### src/rtl/seq_detect_arbiter_if.sv
// Producer/consumer bundle for seq_detect_arbiter: per-requester symbol streams in,
// registered grant and per-session result out.
interface seq_detect_arbiter_if #(
    parameter int unsigned NREQ = 4,
    parameter int unsigned IDW  = 2,
    parameter int unsigned CW   = 5
);
    logic [NREQ-1:0]   req;
    logic [2*NREQ-1:0] sym;
    logic [NREQ-1:0]   sym_valid;
    logic [NREQ-1:0]   sym_last;
    logic [NREQ-1:0]   gnt;
    logic              busy;
    logic              done;
    logic              hit;
    logic              aborted;
    logic [IDW-1:0]    done_id;
    logic [CW-1:0]     sym_cnt;

    modport master (
        output req, sym, sym_valid, sym_last,
        input  gnt, busy, done, hit, aborted, done_id, sym_cnt
    );

    modport slave (
        input  req, sym, sym_valid, sym_last,
        output gnt, busy, done, hit, aborted, done_id, sym_cnt
    );
endinterface

### src/rtl/seq_detect_arbiter.sv
// Round-robin shared 01,10,11 sticky sequence detector: one session per grant,
// one result strobe per session.
module seq_detect_arbiter #(
    parameter int unsigned NREQ   = 4,
    parameter int unsigned IDW    = 2,
    parameter int unsigned MAXLEN = 16,
    parameter int unsigned CW     = 5
) (
    input  logic                  clk,
    input  logic                  rst_n,
    seq_detect_arbiter_if.slave   bus
);
    typedef enum logic [1:0] {IDLE, GRANT, RUN, REPORT} state_t;
    typedef enum logic [1:0] {D0, D1, D2, D3} det_t;

    state_t          state, state_n;
    det_t            det, det_n;
    logic [IDW-1:0]  g, g_n;
    logic [IDW-1:0]  ptr, ptr_n;
    logic [CW-1:0]   cnt, cnt_n, cnt_inc;
    logic            ab, ab_n;
    logic [NREQ-1:0] gnt, gnt_n;

    logic [1:0]      sym_g;
    logic            valid_g, last_g, req_g;
    logic            found;
    logic [IDW-1:0]  pick;

    function automatic det_t det_step(input det_t d, input logic [1:0] s);
        det_t r;
        r = D0;
        case (d)
            D0: r = (s == 2'b01) ? D1 : D0;
            D1: r = (s == 2'b01) ? D1 : (s == 2'b10) ? D2 : D0;
            D2: r = (s == 2'b11) ? D3 : (s == 2'b01) ? D1 : D0;
            D3: r = D3;
            default: r = D0;
        endcase
        return r;
    endfunction

    // Granted requester's inputs
    always_comb begin
        sym_g   = '0;
        valid_g = 1'b0;
        last_g  = 1'b0;
        req_g   = 1'b0;
        for (int unsigned i = 0; i < NREQ; i++) begin
            if (32'(g) == i) begin
                sym_g   = bus.sym[2*i +: 2];
                valid_g = bus.sym_valid[i];
                last_g  = bus.sym_last[i];
                req_g   = bus.req[i];
            end
        end
    end

    // Round robin: first pass covers requesters above ptr, second pass wraps to 0
    always_comb begin
        found = 1'b0;
        pick  = '0;
        for (int unsigned i = 0; i < NREQ; i++) begin
            if (!found && bus.req[i] && i > 32'(ptr)) begin
                found = 1'b1;
                pick  = IDW'(i);
            end
        end
        for (int unsigned i = 0; i < NREQ; i++) begin
            if (!found && bus.req[i]) begin
                found = 1'b1;
                pick  = IDW'(i);
            end
        end
    end

    assign cnt_inc = cnt + 1'b1;

    always_comb begin
        state_n = state;
        det_n   = det;
        cnt_n   = cnt;
        g_n     = g;
        ptr_n   = ptr;
        ab_n    = ab;
        gnt_n   = gnt;
        case (state)
            IDLE: begin
                if (found) begin
                    g_n     = pick;
                    state_n = GRANT;
                end
            end
            GRANT: begin
                det_n = D0;
                cnt_n = '0;
                ab_n  = 1'b0;
                for (int unsigned i = 0; i < NREQ; i++)
                    gnt_n[i] = (32'(g) == i);
                state_n = RUN;
            end
            RUN: begin
                if (!req_g) begin
                    ab_n    = 1'b1;
                    gnt_n   = '0;
                    state_n = REPORT;
                end else if (valid_g) begin
                    det_n = det_step(det, sym_g);
                    cnt_n = cnt_inc;
                    if (last_g || cnt_inc == CW'(MAXLEN)) begin
                        gnt_n   = '0;
                        state_n = REPORT;
                    end
                end
            end
            REPORT: begin
                ptr_n   = g;
                state_n = IDLE;
            end
            default: state_n = IDLE;
        endcase
    end

    always_ff @(posedge clk) begin
        if (!rst_n) begin
            state <= IDLE;
            det   <= D0;
            cnt   <= '0;
            g     <= '0;
            ptr   <= IDW'(NREQ - 1);
            ab    <= 1'b0;
            gnt   <= '0;
        end else begin
            state <= state_n;
            det   <= det_n;
            cnt   <= cnt_n;
            g     <= g_n;
            ptr   <= ptr_n;
            ab    <= ab_n;
            gnt   <= gnt_n;
        end
    end

    // Result fields are forced to 0 outside the report cycle
    assign bus.gnt     = gnt;
    assign bus.busy    = (state == GRANT) || (state == RUN);
    assign bus.done    = (state == REPORT);
    assign bus.hit     = (state == REPORT) && (det == D3) && !ab;
    assign bus.aborted = (state == REPORT) && ab;
    assign bus.done_id = (state == REPORT) ? g : '0;
    assign bus.sym_cnt = (state == REPORT) ? cnt : '0;
endmodule

### src/flat_wrapper.sv
// flat-port wrapper written by rule: the top's interface ports become plain ports
module seq_detect_arbiter_flat 
#(
    parameter int unsigned NREQ   = 4,
    parameter int unsigned IDW    = 2,
    parameter int unsigned MAXLEN = 16,
    parameter int unsigned CW     = 5
)
  (clk, rst_n, bus_req, bus_sym, bus_sym_valid, bus_sym_last, bus_gnt, bus_busy, bus_done, bus_hit, bus_aborted, bus_done_id, bus_sym_cnt);
  seq_detect_arbiter_if #(.NREQ(NREQ), .IDW(IDW), .CW(CW)) bus_i ();
  input  logic clk;
  input  logic rst_n;
  input wire logic [$bits(bus_i.req)-1:0] bus_req;
  input wire logic [$bits(bus_i.sym)-1:0] bus_sym;
  input wire logic [$bits(bus_i.sym_valid)-1:0] bus_sym_valid;
  input wire logic [$bits(bus_i.sym_last)-1:0] bus_sym_last;
  output wire logic [$bits(bus_i.gnt)-1:0] bus_gnt;
  output wire logic [$bits(bus_i.busy)-1:0] bus_busy;
  output wire logic [$bits(bus_i.done)-1:0] bus_done;
  output wire logic [$bits(bus_i.hit)-1:0] bus_hit;
  output wire logic [$bits(bus_i.aborted)-1:0] bus_aborted;
  output wire logic [$bits(bus_i.done_id)-1:0] bus_done_id;
  output wire logic [$bits(bus_i.sym_cnt)-1:0] bus_sym_cnt;
  assign bus_i.req = bus_req;
  assign bus_i.sym = bus_sym;
  assign bus_i.sym_valid = bus_sym_valid;
  assign bus_i.sym_last = bus_sym_last;
  assign bus_gnt = bus_i.gnt;
  assign bus_busy = bus_i.busy;
  assign bus_done = bus_i.done;
  assign bus_hit = bus_i.hit;
  assign bus_aborted = bus_i.aborted;
  assign bus_done_id = bus_i.done_id;
  assign bus_sym_cnt = bus_i.sym_cnt;
  seq_detect_arbiter #(.NREQ(NREQ), .IDW(IDW), .MAXLEN(MAXLEN), .CW(CW)) u_core (.clk(clk), .rst_n(rst_n), .bus(bus_i));
endmodule
### config.mk
export PLATFORM = sky130hd
export DESIGN_NAME = seq_detect_arbiter_flat
export DESIGN_NICKNAME = d
export VERILOG_FILES = /design/src/rtl/seq_detect_arbiter_if.sv /design/src/rtl/seq_detect_arbiter.sv /design/src/flat_wrapper.sv
export SDC_FILE = /design/constraint.sdc
export NUM_CORES = 1
export LEC_CHECK = 0
export BUFFER_PORTS_ARGS = -buffer_cell sky130_fd_sc_hd__buf_2
export CAP_MARGIN = 0
export CORE_AREA = 2 2 56 58
export CTS_CLUSTER_SIZE = 12
export DETAILED_ROUTE_END_ITERATION = 16
export DIE_AREA = 0 0 58 60
export MAX_ROUTING_LAYER = met4
export PLACE_DENSITY = 0.64
export SYNTH_ARGS = -nofsm -noshare
export SYNTH_HDL_FRONTEND = slang
export SYNTH_SLANG_ARGS = --single-unit
### constraint.sdc
create_clock -name clk -period 2.05 [get_ports clk]
set_input_delay 0.3075 -clock clk [delete_from_list [all_inputs] [get_ports clk]]
set_output_delay 0.3075 -clock clk [all_outputs]
set_load 0.1 [all_outputs]
# ---- Word-level counts from Yosys, hierarchy flattened
# Cells that the tools add are included.
dict set report totals {
  output_inout_bits 15
  wordCells 114
  register_bits 18
  inputBits 22
}
dict set report op_classes {
  addsub 1
  order_cmp 3
  muxes 54
  n_reduce_logical 30
  eq_ne 19
}
# operator count
set ops {}
lappend ops {{2-bit two-way mux} 20}
lappend ops {{1-bit two-way mux} 22}
lappend ops {{2-bit == test, second input constant} 8}
lappend ops {{2-bit one-hot mux with 4 select lines} 2}
lappend ops {{5-bit two-way mux} 3}
lappend ops {{1-bit logical AND} 12}
lappend ops {{4-bit two-way mux} 3}
lappend ops {{5-bit one-hot mux with 2 select lines} 1}
lappend ops {{3-bit AND reduction} 3}
lappend ops {{2-bit by 1-bit == test with 1-bit output, second input constant} 4}
lappend ops {{4-bit one-hot mux with 2 select lines} 1}
lappend ops {{1-bit zero test} 7}
lappend ops {{2-bit zero test} 3}
lappend ops {{2-bit by 1-bit inequality test with 1-bit output, second input constant} 3}
lappend ops {{5-bit by 1-bit adder with 5-bit output, second input constant} 1}
lappend ops {{5-bit == test, second input constant} 1}
lappend ops {{2-bit greater-than comparator, first input constant} 2}
lappend ops {{2-bit one-hot mux with 2 select lines} 1}
lappend ops {{2-bit AND reduction} 2}
lappend ops {{3-bit by 2-bit inequality test with 1-bit output, second input constant} 1}
lappend ops {{3-bit inequality test, second input constant} 1}
lappend ops {{1-bit by 2-bit greater-than comparator with 1-bit output, first input constant} 1}
lappend ops {{1-bit logical OR} 2}
lappend ops {{2-bit inequality test, second input constant} 1}
lappend ops {{other kinds (2)} 2}

# ---- Depth between registers and ports, before layout
dict set report depth {
  depth_word 25
  depth_mapped 8
  ltp_nobuf 7
}

# ---- Least setup slack after synthesis
# Ideal clock, no wire load.
dict set report synth_timing {
  kind {flip-flop to output port}
  startpoint {register u_core.state[1]}
  endpoint {output bus_hit}
  setup_slack_ns -1.790
  path_stages_with_launch 4
  required_time_ns 1.742
  path_buffers 0
  t_arrival_ns 3.532
  cell_sequence {dfxtp_1 ha_1 inv_1 nor3_1}
}
dict set report synth_between {
  elab_chain_cells 3
}
# element line
set synth_rtl {}
lappend synth_rtl {{from (decl)} seq_detect_arbiter.sv:16} ;# state_t state, state_n;
lappend synth_rtl {{from (signal assigned)} seq_detect_arbiter.sv:133} ;# state <= state_n;
lappend synth_rtl {{2-bit == test} n/a}
lappend synth_rtl {{via bus_done} flat_wrapper.sv:19} ;# output wire logic [$bits(bus_i.done)-1:0] bus_done;
lappend synth_rtl {{1-bit logical AND (2 in a row)} seq_detect_arbiter.sv:147} ;# assign bus.hit = (state == REPORT) && (det == D3) && !ab;
lappend synth_rtl {{to (decl)} flat_wrapper.sv:20} ;# output wire logic [$bits(bus_i.hit)-1:0] bus_hit;
# The timed path passes the listed nets, and every way through them passes these cells.

# ---- Worst setup path after layout
dict set report layout_timing {
  startpoint {register u_core.state[1]}
  endpoint {output bus_busy}
}
dict set report layout_between {
  elab_chain_cells 2
  elab_cells_between_ends 3
  cone_classes {eq/ne (2); reduce/logical (1)}
}
# element line
set layout_rtl {}
lappend layout_rtl {{2-bit by 1-bit == test with 1-bit output or 2-bit == test (tied branches)} seq_detect_arbiter.sv:145} ;# assign bus.busy = (state == GRANT) || (state == RUN);
lappend layout_rtl {{1-bit logical OR *} seq_detect_arbiter.sv:145}
lappend layout_rtl {{to (decl)} flat_wrapper.sv:18} ;# output wire logic [$bits(bus_i.busy)-1:0] bus_busy;
# Every way passes the cells marked *; elsewhere a longest branch is shown, timed or not.

==> flow_summary.json <==
{
  "critical-path-max-stage-delay_ns": 0.46,
  "yosysTopAreaCellShare_pct": 30.3,
  "yosysTopAreaCell": "dfxtp_1",
  "synthMostInstantiatedCell": "dfxtp_1",
  "gp_congestion": 0.752,
  "post-dp-hpwl_um": 2360,
  "n_antenna_cell": 0,
  "yosysWarnings": 0,
  "yosys-top-cells-count": "dfxtp_1, a21oi_1, and2_1",
  "cts_buffer_depth": 2,
  "tritoncts": "yes",
  "power_mw": 1.99,
  "cts_buffers": 3,
  "fin_crit_ns": 1.98,
  "ctsHoldBuffers": 0,
  "seq_area_frac_synth_pct": 30.3,
  "maxCapViolCount": 0,
  "p_per_area_nw_per_um2": 1350,
  "critPathKind": "reg -> out",
  "cp_cell_sequence": "inv_1 > ha_2 > buf_2",
  "grt_pass1_wl_um": 5330,
  "initial_core_util_pct": 41.0,
  "period_share_pct": 96.7,
  "dr.pass1.iters": 5,
  "hp-class": "in -> reg",
  "drive_gt1_share_pct": 31.6,
  "vias": 1203,
  "grt_antenna_before_repair": 0,
  "status": "finished clean",
  "maxSlewViolCount": 0,
  "drt_iter0_markers": 26,
  "io_pins": 37,
  "synthCells": 139,
  "fp.dieW_um": 58,
  "synth.net_count": 165,
  "synth_edf_count": 0,
  "port_buffers": 36,
  "cts_root_buffer": "clkbuf_4",
  "max_freq_mhz": 505,
  "worstMarginPinSlew_ns": 0.486,
  "overflow": 0,
  "grt_usage_pct": 20.6,
  "setup_viol": 0,
  "leakage_nw": 0.655,
  "fillers": 307,
  "worstPathArrival_ns": 1.67,
  "dieArea_um2": 3480,
  "slew_headroom_pct": 67.8,
  "htree_levels": 1,
  "clock_skew_ns": 0.00570,
  "worst_skew_pair.late_latency_ns": 0.29,
  "ant_nets": 0,
  "worstPathMaxFanout": 9,
  "wire_per_inst_um": 14.5,
  "fin_cells": 210,
  "end_kind": "output port",
  "area_growth_syn_to_layout_pct": 23.4,
  "cts_resized": 0,
  "netlist_top_cells_area": "dfxtp_1, mux4_2, a21oi_1",
  "cts_setup_buffers": 0,
  "synthFlopType": "dfxtp_1",
  "final_nets": 204,
  "required_ns": 1.74,
  "drc": 0,
  "fin_tns_setup_ns": 0,
  "path_clk_slew_ns": 0.10,
  "syn_area_um2": 1190,
  "multiInputGateArea_um2": 781,
  "grt_max_degree": 14,
  "ys_types": 40,
  "path_buf_inv": 2,
  "wl_um": 3050,
  "cp_slowest_cell": "buf_2",
  "critPathLaunchType": "flop",
  "numClockSinks": 18,
  "placed_cells": 206,
  "crit_family": "buffers and inverters",
  "ys_ff_latch": 18,
  "peakVddDrop_v": 0.00106,
  "ys_async_sr_fraction_pct": 0,
  "coreArea_um2": 2900,
  "first_global_vias": 1196,
  "viasPerCell": 5.73,
  "hold_viol": 0,
  "seq_area_um2": 360,
  "die_y_um": 60,
  "rows": 20,
  "rsz0062_at_grt": "false",
  "synth_area_per_cell_um2": 8.57
}
## metrics by stage
| step | hold WS [ns] | setup slack (ns) | utilization [%] | cell area (um2) |
|---|---|---|---|---|
| after CTS | 0.375 | 0.0702 | 50.6 | 1470 |
| after floorplan | 0.446 | 0.0805 | - | 1220 |
| after global placement | 0.486 | 0.208 | 49.4 | 1430 |
| after detailed placement | 0.493 | 0.189 | 49.4 | 1430 |
| after global routing | 0.378 | 0.00674 | 50.6 | 1470 |
| final | 0.383 | 0.0681 | 50.6 | 1470 |
## cell usage in the layout (no fill, tap or decap), types with 3 or more instances in the layout
cell,count
o211ai_1,7
buf_4,5
nand2b_1,3
and2_1,10
or4_1,3
nand4_1,4
nand2_1,9
clkbuf_4,3
mux4_2,4
inv_1,8
mux2i_1,3
o21ai_1,3
dfxtp_1,18
buf_2,36
a21oi_1,13
nor2_1,7
nand3_1,7
o21ai_0,3
## worst register-to-register path: stages, from the launching register on
cell and delay, ns:
dfxtp_1 0.45, buf_4 0.21, mux4_2 0.49, a31oi_1 0.27
buf_4 0.19, o211ai_1 0.08, a21oi_1 0.14
## path summary, 6_finish.rpt
path	slack (ns)	endpoint	from	depth (start not counted)
min reg2reg	0.51	u_core.det[0]	u_core.det[0]	2
min	0.38	u_core.ptr[1]	rst_n	3
max reg2reg	0.15	u_core.bus.gnt[3]	u_core.g[0]	6
max	0.07	bus_busy	u_core.state[1]	3
## metal layers
layer	GRT usage, %	wire length, um
met5	-	0
met4	7.97	34
met3	2.81	201
met2	35.9	1530
met1	24.0	1280
## sequential cells by signal, indices dropped and copies added, names as in the netlist
signal and count:
u_core.g 2, u_core.state 2, u_core.ptr 2, u_core.bus.gnt 4
u_core.ab 1, u_core.cnt 5, u_core.det 2
## where the power goes
group | total [mW] | switching, mW | internal [mW] | leakage, nW
clock | 0.217 | 0.108 | 0.108 | 0.0210
sequential | 0.520 | 0.0894 | 0.431 | 0.147
combinational | 1.25 | 0.835 | 0.418 | 0.487
## area by class of cell
| type | count | share of cell area (%) |
|---|---|---|
| Multi-Input combinational cell | 105 | 53.1 |
| Sequential cell | 18 | 24.5 |
| Timing Repair Buffer | 41 | 14.8 |
| Tap cell | 33 | 2.81 |
| Clock buffer | 4 | 2.47 |
| Inverter | 9 | 2.30 |
## cells by family (layout without fill, tap and decap cells)
kind of cell / after synthesis / in the layout / synth area share [%]
mux: 9 / 9 / 13.2
flops: 18 / 18 / 30.3
buf+inv: 16 / 54 / 6.41
simple gates: 52 / 52 / 23.6
fa+ha+maj: 4 / 4 / 4.20
compound gates: 40 / 40 / 22.3
Note: power is estimated with default switching activity, not from simulation.
